$ cat config.mk
export PLATFORM = sky130hd
export DESIGN_NAME = fp_add_sub32
export DESIGN_NICKNAME = d
export VERILOG_FILES = /design/src/rtl/fp_add_sub32.sv
export SDC_FILE = /design/constraint.sdc
export NUM_CORES = 1
export LEC_CHECK = 0
export CORE_MARGIN = 1.5
export CORE_UTILIZATION = 45
export CTS_BUF_LIST = sky130_fd_sc_hd__clkbuf_4
export DETAILED_ROUTE_END_ITERATION = 8
export HOLD_SLACK_MARGIN = 0.02
export PLACE_DENSITY = 0.75
export SYNTH_ARGS = -nofsm -noshare
export SYNTH_HDL_FRONTEND = slang
export SYNTH_SLANG_ARGS = --single-unit
$ cat constraint.sdc
create_clock -name clk -period 10.41 [get_ports clk]
set_clock_uncertainty 0.2 [all_clocks]
set_input_delay 2.082 -clock clk [delete_from_list [all_inputs] [get_ports clk]]
set_output_delay 2.082 -clock clk [all_outputs]
set_load 0.1 [all_outputs]
$ cat src/rtl/fp_add_sub32.sv
// fp_add_sub32 - IEEE-754 binary32 adder, two-stage pipeline.
// Out = A + B. Subtraction is done by the caller flipping B[31].
// Denormal inputs are flushed to signed zero. Rounding is to nearest, ties to even.
// Ports:
//   clk       rising-edge clock
//   rst_n     asynchronous active-low reset
//   in_valid  A/B carry an operand pair this cycle
//   A, B      binary32 operands
//   out_valid Out/isZero hold the result of the pair accepted 2 cycles earlier
//   Out       registered binary32 sum
//   isZero    Out is +0 or -0
module fp_add_sub32 (
    input  logic        clk,
    input  logic        rst_n,
    input  logic        in_valid,
    input  logic [31:0] A,
    input  logic [31:0] B,
    output logic        out_valid,
    output logic [31:0] Out,
    output logic        isZero
);
    localparam logic [31:0] QNAN = 32'h7FC0_0000;

    // ---------------- stage 1: classify, swap, align ----------------
    logic        a_zero, b_zero, a_inf, b_inf, a_nan, b_nan;
    logic [30:0] mag_a, mag_b;
    logic        a_ge;
    logic        spec_d;
    logic [31:0] spec_val_d;
    logic        sign_d, sub_d;
    logic [7:0]  exp_d, y_exp, shamt;
    logic [23:0] mx_d, my_full;
    logic [26:0] my_d;
    logic [49:0] sh;

    always_comb begin
        a_zero = (A[30:23] == 8'h00);
        b_zero = (B[30:23] == 8'h00);
        a_inf  = (A[30:23] == 8'hFF) && (A[22:0] == 23'd0);
        b_inf  = (B[30:23] == 8'hFF) && (B[22:0] == 23'd0);
        a_nan  = (A[30:23] == 8'hFF) && (A[22:0] != 23'd0);
        b_nan  = (B[30:23] == 8'hFF) && (B[22:0] != 23'd0);
        mag_a  = a_zero ? 31'd0 : A[30:0];
        mag_b  = b_zero ? 31'd0 : B[30:0];
        a_ge   = (mag_a >= mag_b);

        spec_d     = 1'b1;
        spec_val_d = QNAN;
        if (a_nan || b_nan)
            spec_val_d = QNAN;
        else if (a_inf && b_inf && (A[31] != B[31]))
            spec_val_d = QNAN;
        else if (a_inf)
            spec_val_d = A;
        else if (b_inf)
            spec_val_d = B;
        else if (a_zero && b_zero)
            spec_val_d = {A[31] & B[31], 31'd0};  // -0 only when both are -0
        else
            spec_d = 1'b0;

        sign_d  = a_ge ? A[31] : B[31];
        sub_d   = A[31] ^ B[31];
        exp_d   = a_ge ? A[30:23] : B[30:23];
        y_exp   = a_ge ? B[30:23] : A[30:23];
        mx_d    = a_ge ? {1'b1, A[22:0]} : {1'b1, B[22:0]};
        my_full = a_ge ? (b_zero ? 24'd0 : {1'b1, B[22:0]})
                       : (a_zero ? 24'd0 : {1'b1, A[22:0]});
        shamt   = exp_d - y_exp;

        // 24 significand bits + guard + round + sticky; a large shift leaves sticky only
        sh = '0;
        if (shamt >= 8'd26) begin
            my_d = {26'd0, |my_full};
        end else begin
            sh   = {my_full, 26'd0} >> shamt;
            my_d = {sh[49:24], |sh[23:0]};
        end
    end

    logic        v1_q, spec_q, sign_q, sub_q;
    logic [31:0] spec_val_q;
    logic [7:0]  exp_q;
    logic [23:0] mx_q;
    logic [26:0] my_q;

    always_ff @(posedge clk or negedge rst_n) begin
        if (!rst_n) begin
            v1_q       <= 1'b0;
            spec_q     <= 1'b0;
            spec_val_q <= 32'd0;
            sign_q     <= 1'b0;
            sub_q      <= 1'b0;
            exp_q      <= 8'd0;
            mx_q       <= 24'd0;
            my_q       <= 27'd0;
        end else begin
            v1_q <= in_valid;
            if (in_valid) begin
                spec_q     <= spec_d;
                spec_val_q <= spec_val_d;
                sign_q     <= sign_d;
                sub_q      <= sub_d;
                exp_q      <= exp_d;
                mx_q       <= mx_d;
                my_q       <= my_d;
            end
        end
    end

    // ---------------- stage 2: add, normalise, round ----------------
    logic [27:0]       sum;
    logic [26:0]       norm;
    logic [4:0]        lz;
    logic              found;
    logic signed [9:0] e_norm, e_fin;
    logic              round_up;
    logic [24:0]       mant_r;
    logic [22:0]       frac_fin;
    logic [31:0]       res_d;

    always_comb begin
        // |X| >= |Y| so the difference never goes negative
        sum = sub_q ? ({1'b0, mx_q, 3'b000} - {1'b0, my_q})
                    : ({1'b0, mx_q, 3'b000} + {1'b0, my_q});

        lz    = 5'd0;
        found = 1'b0;
        for (int i = 26; i >= 0; i--) begin
            if (!found && sum[i]) begin
                lz    = 5'(26 - i);
                found = 1'b1;
            end
        end

        if (sum[27]) begin
            norm   = {sum[27:2], sum[1] | sum[0]};
            e_norm = $signed({2'b00, exp_q}) + 10'sd1;
        end else begin
            norm   = sum[26:0] << lz;
            e_norm = $signed({2'b00, exp_q}) - $signed({5'd0, lz});
        end

        round_up = norm[2] & (norm[1] | norm[0] | norm[3]);
        mant_r   = {1'b0, norm[26:3]} + {24'd0, round_up};
        if (mant_r[24]) begin
            e_fin    = e_norm + 10'sd1;
            frac_fin = mant_r[23:1];
        end else begin
            e_fin    = e_norm;
            frac_fin = mant_r[22:0];
        end

        if (spec_q)
            res_d = spec_val_q;
        else if (sum == 28'd0)
            res_d = 32'h0000_0000;              // exact cancellation
        else if (e_fin < 10'sd1)
            res_d = {sign_q, 31'd0};            // underflow flushes to signed zero
        else if (e_fin >= 10'sd255)
            res_d = {sign_q, 8'hFF, 23'd0};
        else
            res_d = {sign_q, e_fin[7:0], frac_fin};
    end

    always_ff @(posedge clk or negedge rst_n) begin
        if (!rst_n) begin
            out_valid <= 1'b0;
            Out       <= 32'd0;
            isZero    <= 1'b1;
        end else begin
            out_valid <= v1_q;
            if (v1_q) begin
                Out    <= res_d;
                isZero <= (res_d[30:0] == 31'd0);
            end
        end
    end
endmodule

Word level (Yosys, flattened, before mapping)
Cells that the tools add are included.
Word-level totals
  logic and storage cells: 184
  register bits after elaboration: 129
  output and inout port bits: 34
Cells by class
  reductions and logical operators: 70
  add/sub/neg operators: 7
  magnitude comparators: 4
  bitwise operators: 6
  equal/unequal tests: 3
  shift operators: 2
  multiplexer cells: 81
Operators by type and width (number)
  $mux W32: 7
  $mux W5: 25
  $mux W31: 4
  $mux W24: 3
  $mux W27: 2
  $shr A50 B8 Y50: 1
  $reduce_or A24 Y1: 2
  $logic_not A23 Y1: 2
  $mux W23: 2
  $reduce_bool A23 Y1: 2
  $logic_and A1 B1 Y1: 33
  $mux W1: 33
  $ge A31 B31 Y1: 1
  $logic_not A31 Y1: 1
  $add A27 B27 Y28: 1
  $logic_not A28 Y1: 1
  $mux W28: 1
  $sub A27 B27 Y28: 1
  $shl A27 B5 Y27: 1
  $logic_not A1 Y1: 26
  $add A24 B1 Y25: 1
  $mux W10: 2
  $eq A8 B8 Y1 const B: 2
  $logic_not A8 Y1: 2
  other kinds (13): 17

Logic depth before layout (Yosys ltp)
  word-level depth: 94
  gate-level depth with buffers: 41
  gate-level depth less buffers: 33

Least setup slack after synthesis
No wires, ideal clock.
  path type: input-to-reg
  start: input A[27]
  end: register my_q[19]
  arrival time: 8.923 ns
  setup time: 0.101 ns
  stages: 35
  setup slack: 1.187 ns
  path through: clkbuf_1 -> nor4_1 -> nand2_1 -> clkbuf_1 -> and2_1 -> ha_1 -> nor2b_1 -> o21a_1 -> o21a_1 -> o21a_1 -> o21a_1 -> o21bai_1 -> a21oi_1 -> o2111ai_1 -> a21oi_1 -> o21a_1 -> o21ai_1 -> nand2_1 -> clkbuf_1 -> clkbuf_1 -> nor2_1 -> a21oi_1 -> ha_1 -> inv_1 -> o311ai_0 -> a2111oi_0 -> a311o_1 -> nor2_1 -> xnor2_1 -> or3_1 -> o211a_1 -> or4b_2 -> clkbuf_1 -> clkbuf_1 -> o32ai_1
On the way
  cells in the longest elaborated chain, start to end: 7
  elaborated cells between the ends (all ways): 11
RTL lines
  start, declared: RTL line 16  | input logic [31:0] A,
  $logic_not A8 Y1: RTL line 37  | a_zero = (A[30:23] == 8'h00);
  $mux W31: RTL line 43  | mag_a = a_zero ? 31'd0 : A[30:0];
  $ge A31 B31 Y1: RTL line 45  | a_ge = (mag_a >= mag_b);
  $mux W8, on equally long branches: RTL line 64, 65
  $sub A8 B8 Y8: RTL line 69  | shamt = exp_d - y_exp;
  $shr A50 B8 Y50 / $ge A8 B5 Y1 (equally long branches): RTL line 76, 73
  $mux W27 *: RTL line 73  | if (shamt >= 8'd26) begin
  end signal, assigned: RTL line 106  | my_q <= my_d;
  end, declared: RTL line 85  | logic [26:0] my_q;
Every way passes the cells marked *; elsewhere a longest branch is shown, timed or not.
A chain may end at the register's enable or synchronous reset.

Final worst setup path
  start: register mx_q[0]
  end: register isZero
On the way
  cells in the longest elaborated chain, start to end: 94
  elaborated cells between the ends (all ways): 126
RTL lines
  start, declared: RTL line 84  | logic [23:0] mx_q;
  start signal, assigned: RTL line 105  | mx_q <= mx_d;
  $add A27 B27 Y28 / $sub A27 B27 Y28 (equally long branches): RTL line 125, 124
  $mux W28 *: RTL line 124  | sum = sub_q ? ({1'b0, mx_q, 3'b000} - {1'b0, my_q})
  $mux W1: RTL line 130  | if (!found && sum[i]) begin
  $logic_not A1 Y1: RTL line 130
  $logic_and A1 B1 Y1: RTL line 130
  $mux W1: RTL line 130
  $logic_not A1 Y1: RTL line 130
  $logic_and A1 B1 Y1: RTL line 130
  [... 78 more ...]
  $add A24 B1 Y25: RTL line 145  | mant_r = {1'b0, norm[26:3]} + {24'd0, round_up};
  $mux W10: RTL line 146  | if (mant_r[24]) begin
  $ge A10 B9 Y1: RTL line 160  | else if (e_fin >= 10'sd255)
  $mux W31: RTL line 160
  $mux W31: RTL line 158  | else if (e_fin < 10'sd1)
  $mux W32 *: RTL line 156  | else if (sum == 28'd0)
  $mux W32 *: RTL line 154  | if (spec_q)
  $logic_not A31 Y1 *: RTL line 175  | isZero <= (res_d[30:0] == 31'd0);
  end signal, assigned: RTL line 175
  end, declared: RTL line 20  | output logic isZero
Marked as above.

==> metrics <==
Top Ports=101; Fin. Hold Viols=0; commonest non-fill, non-tap cell in the layout=nand2_1; share of cells above drive strength 1=8.24%; Iteration-0 DRC Markers=2297; Site Rows=70; worst vdd ir=0.000138 V; area grow syn2layout=9.21%; Overflow after GRT=0; Clock Latency Late Sink=0.60 ns; clock transition at the registers of the reported paths=0.14 ns; max-cap violations=0; commonest non-fill, non-tap cells in the layout=257 x nand2_1, 219 x nor2_1, 173 x a21oi_1; min Tclk post-route=9.58 ns; FF-to-FF Start=mx_q[0]$_DFFE_PN0P_; cell count after synthesis=2227; Final Non-Filler Cells=2713; die area=38000 µm²; PortBufs=100; CTS tree=yes; worst slack, placed=0.460 ns; Worst Setup SP=mx_q[0]$_DFFE_PN0P_; Total Routed Length=60.5 mm; Synth Area per Inst=7.44 µm²; pin count of the biggest net entering global routing=81; DRC viols=0; reg2reg path depth=30; Initial Util=45.5%; Netlist cell types=111; Synth Flop Type=dfrtp_1; CP max stage cell=xnor2_2; Reg-to-Reg End=isZero$_DFFE_PN1P_; WHS=0.303 ns; total power=3.35 mW; period utilization=92.1%; Worst Tran Pin Value=1.15 ns; Worst Slack Setup Final=0.827 ns; GP Congestion=0.982; DIE WIDTH=195 µm; GRT Resource Usage Total=31.3%; Netlist Area Pre-Place=16600 µm²; Critical Path Max Stage Delay=0.57 ns; Vias/cell=6.81; status=complete, no violations; most used cell, CP=ha_1; max-slew violation count=0; placed cell count=2680; Hold Crit Class=reg -> reg; fmax=104 MHz; number of antenna violations at the first check in global routing=1; Synth async-reset ratio=100%; Synth Net Count=2388; WL/cell=22.3 µm; hold_sp=Out[22]$_DFFE_PN0P_; TritonCTS Buffers=17; RSZ-0062 raised after global routing=false; Fin Setup TNS=0 ns; htree depth=4; Yosys reg bits=129; Final ANT Viol Nets=0; Nets=2392; startpoint types=flip-flop; first-pass GRT wire length=95.9 mm; clk sinks=129; DPL Wire Length=47.6 mm; Leak=7.27 nW; total number of vias=18500; die span in y=195 µm; CP required=10.74 ns; power density cells=185 nW/µm²; register area share after synthesis=19.5%; CP Max Fanout=20; crit end category=flip-flop; Post-synth EDFFs=0; Root Buffer=clkbuf_4; cts hold-fix bufs=0; critical path endpoint=isZero$_DFFE_PN1P_; Clock Tree Buf Depth=2; final setup fails=0; Crit Path Class=reg -> reg; synth warn=0; vias in the first global route=17200; Slew Limit Headroom=22.8%; flop2flop setup slack=0.83 ns; Data arrival, critical path=9.91 ns; 1st-pass router iterations=6; Core Area=36400 µm²
[cell families after synthesis]
group           count (synthesis)  synth area share (%)
fa+ha+maj                      94                  7.19
xor+xnor                       66                  3.49
simple gates                  886                  26.3
mux                            97                  7.47
compound gates                717                  30.1
buf+inv                       238                  5.88
flops                         129                  19.5
[Yosys cell counts, types with 9 or more instances]
| master | n | share of area, % |
|---|---|---|
| nand2_1 | 258 | 5.8 |
| nor2b_1 | 38 | 1.4 |
| o211a_1 | 10 | 0.60 |
| o211ai_1 | 22 | 1.0 |
| o21bai_1 | 9 | 0.41 |
| a221oi_1 | 14 | 0.74 |
| xnor2_1 | 46 | 2.4 |
| dfrtp_1 | 128 | 19 |
| a22oi_1 | 38 | 1.7 |
| nor4_1 | 43 | 1.6 |
| a211oi_1 | 16 | 0.72 |
| clkbuf_1 | 108 | 2.4 |
| a311oi_1 | 10 | 0.53 |
| a211o_1 | 10 | 0.53 |
| a32oi_1 | 9 | 0.48 |
| o31ai_1 | 23 | 1.0 |
| and2_1 | 39 | 1.5 |
| nor2_1 | 220 | 5.0 |
| nand4_1 | 29 | 1.1 |
| or2_2 | 16 | 0.60 |
| ha_1 | 92 | 6.9 |
| inv_1 | 90 | 2.0 |
| o21a_1 | 34 | 1.5 |
| buf_1 | 9 | 0.20 |
| mux2i_1 | 45 | 2.7 |
| nand2b_1 | 16 | 0.60 |
| and3_1 | 19 | 0.72 |
| mux4_2 | 18 | 2.4 |
| or3_1 | 16 | 0.60 |
| or4_1 | 10 | 0.45 |
| o2111ai_1 | 9 | 0.48 |
| buf_2 | 15 | 0.45 |
| o21ai_0 | 107 | 3.2 |
| xor2_1 | 20 | 1.1 |
| o311ai_0 | 9 | 0.48 |
| a2111oi_0 | 9 | 0.48 |
| a31oi_1 | 43 | 1.6 |
| a21oi_1 | 173 | 5.2 |
| o221ai_1 | 11 | 0.58 |
| o22ai_1 | 21 | 0.79 |
| nor3_1 | 53 | 1.6 |
| nand3_1 | 81 | 2.4 |
| mux2_2 | 34 | 2.3 |
| a21o_1 | 28 | 1.3 |
[what timing repair did]
| item | 4_1_cts | 5_1_grt |
|---|---|---|
| resized for setup | 0 | 2 |
| buffers inserted | 0 | 0 |
| endpoints found under the setup margin | 0 | 12 |
[layout make-up]
cell class | instances | area (µm²)
fillers | 3590 | 18300
multi-input cells | 1860 | 12400
flip-flops and latches | 129 | 3230
repair buffers | 126 | 1190
well taps | 468 | 586
inverters | 97 | 367
clock inverters | 15 | 190
clock buffers | 17 | 128
diodes | 1 | 2.50
[registers in the layout, summed over array words and instances, names as in the netlist, 8 cells and up]
signal / count
Out: 32
spec_val_q: 32
my_q: 27
mx_q: 24
exp_q: 8
[worst max-delay path: cells and delay by family (launching register included)]
kind	cells	cell delay [ns]
AO/OA/AOI/OAI	11	3.63
multiplexers	1	0.29
adder cells (fa/ha/maj)	5	1.69
flip-flops	1	0.43
XOR/XNOR	2	0.87
AND/OR/NAND/NOR	9	2.02
buffers and inverters	2	0.39
[layer usage]
metal  global-route usage, %  vias up  share of wire [%]
met2                    47.7     1137                 43
met1                    43.2     8762                 42
met4                    14.8        0                4.9
met5                       0        -                  0
met3                    4.88      214                9.6
li1                        -     8372                  -
[report_power, final]
group          total, mW  switching (mW)  internal, mW
clock              0.377           0.242         0.135
sequential         0.620          0.0549         0.565
combinational       2.36            1.60         0.755
total               3.35            1.90          1.46
[how the worst min path moves through the flow]
stage / cells after the start / end
2_1_floorplan: 0 / out_valid$_DFF_PN0_
3_3_place_gp: 1 / Out[22]$_DFFE_PN0P_
3_5_place_dp: 1 / Out[22]$_DFFE_PN0P_
4_1_cts: 1 / Out[22]$_DFFE_PN0P_
5_1_grt: 1 / Out[22]$_DFFE_PN0P_
6_report: 1 / Out[22]$_DFFE_PN0P_
[stage by stage]
stage | utilization (%) | area (µm²)
floorplan | - | 16600
global placement | 48.8 | 17800
detailed placement | 48.8 | 17800
CTS | 49.6 | 18100
global route | 49.7 | 18100
finish | 49.7 | 18100
No activity file was read; power rests on OpenSTA's default activity.
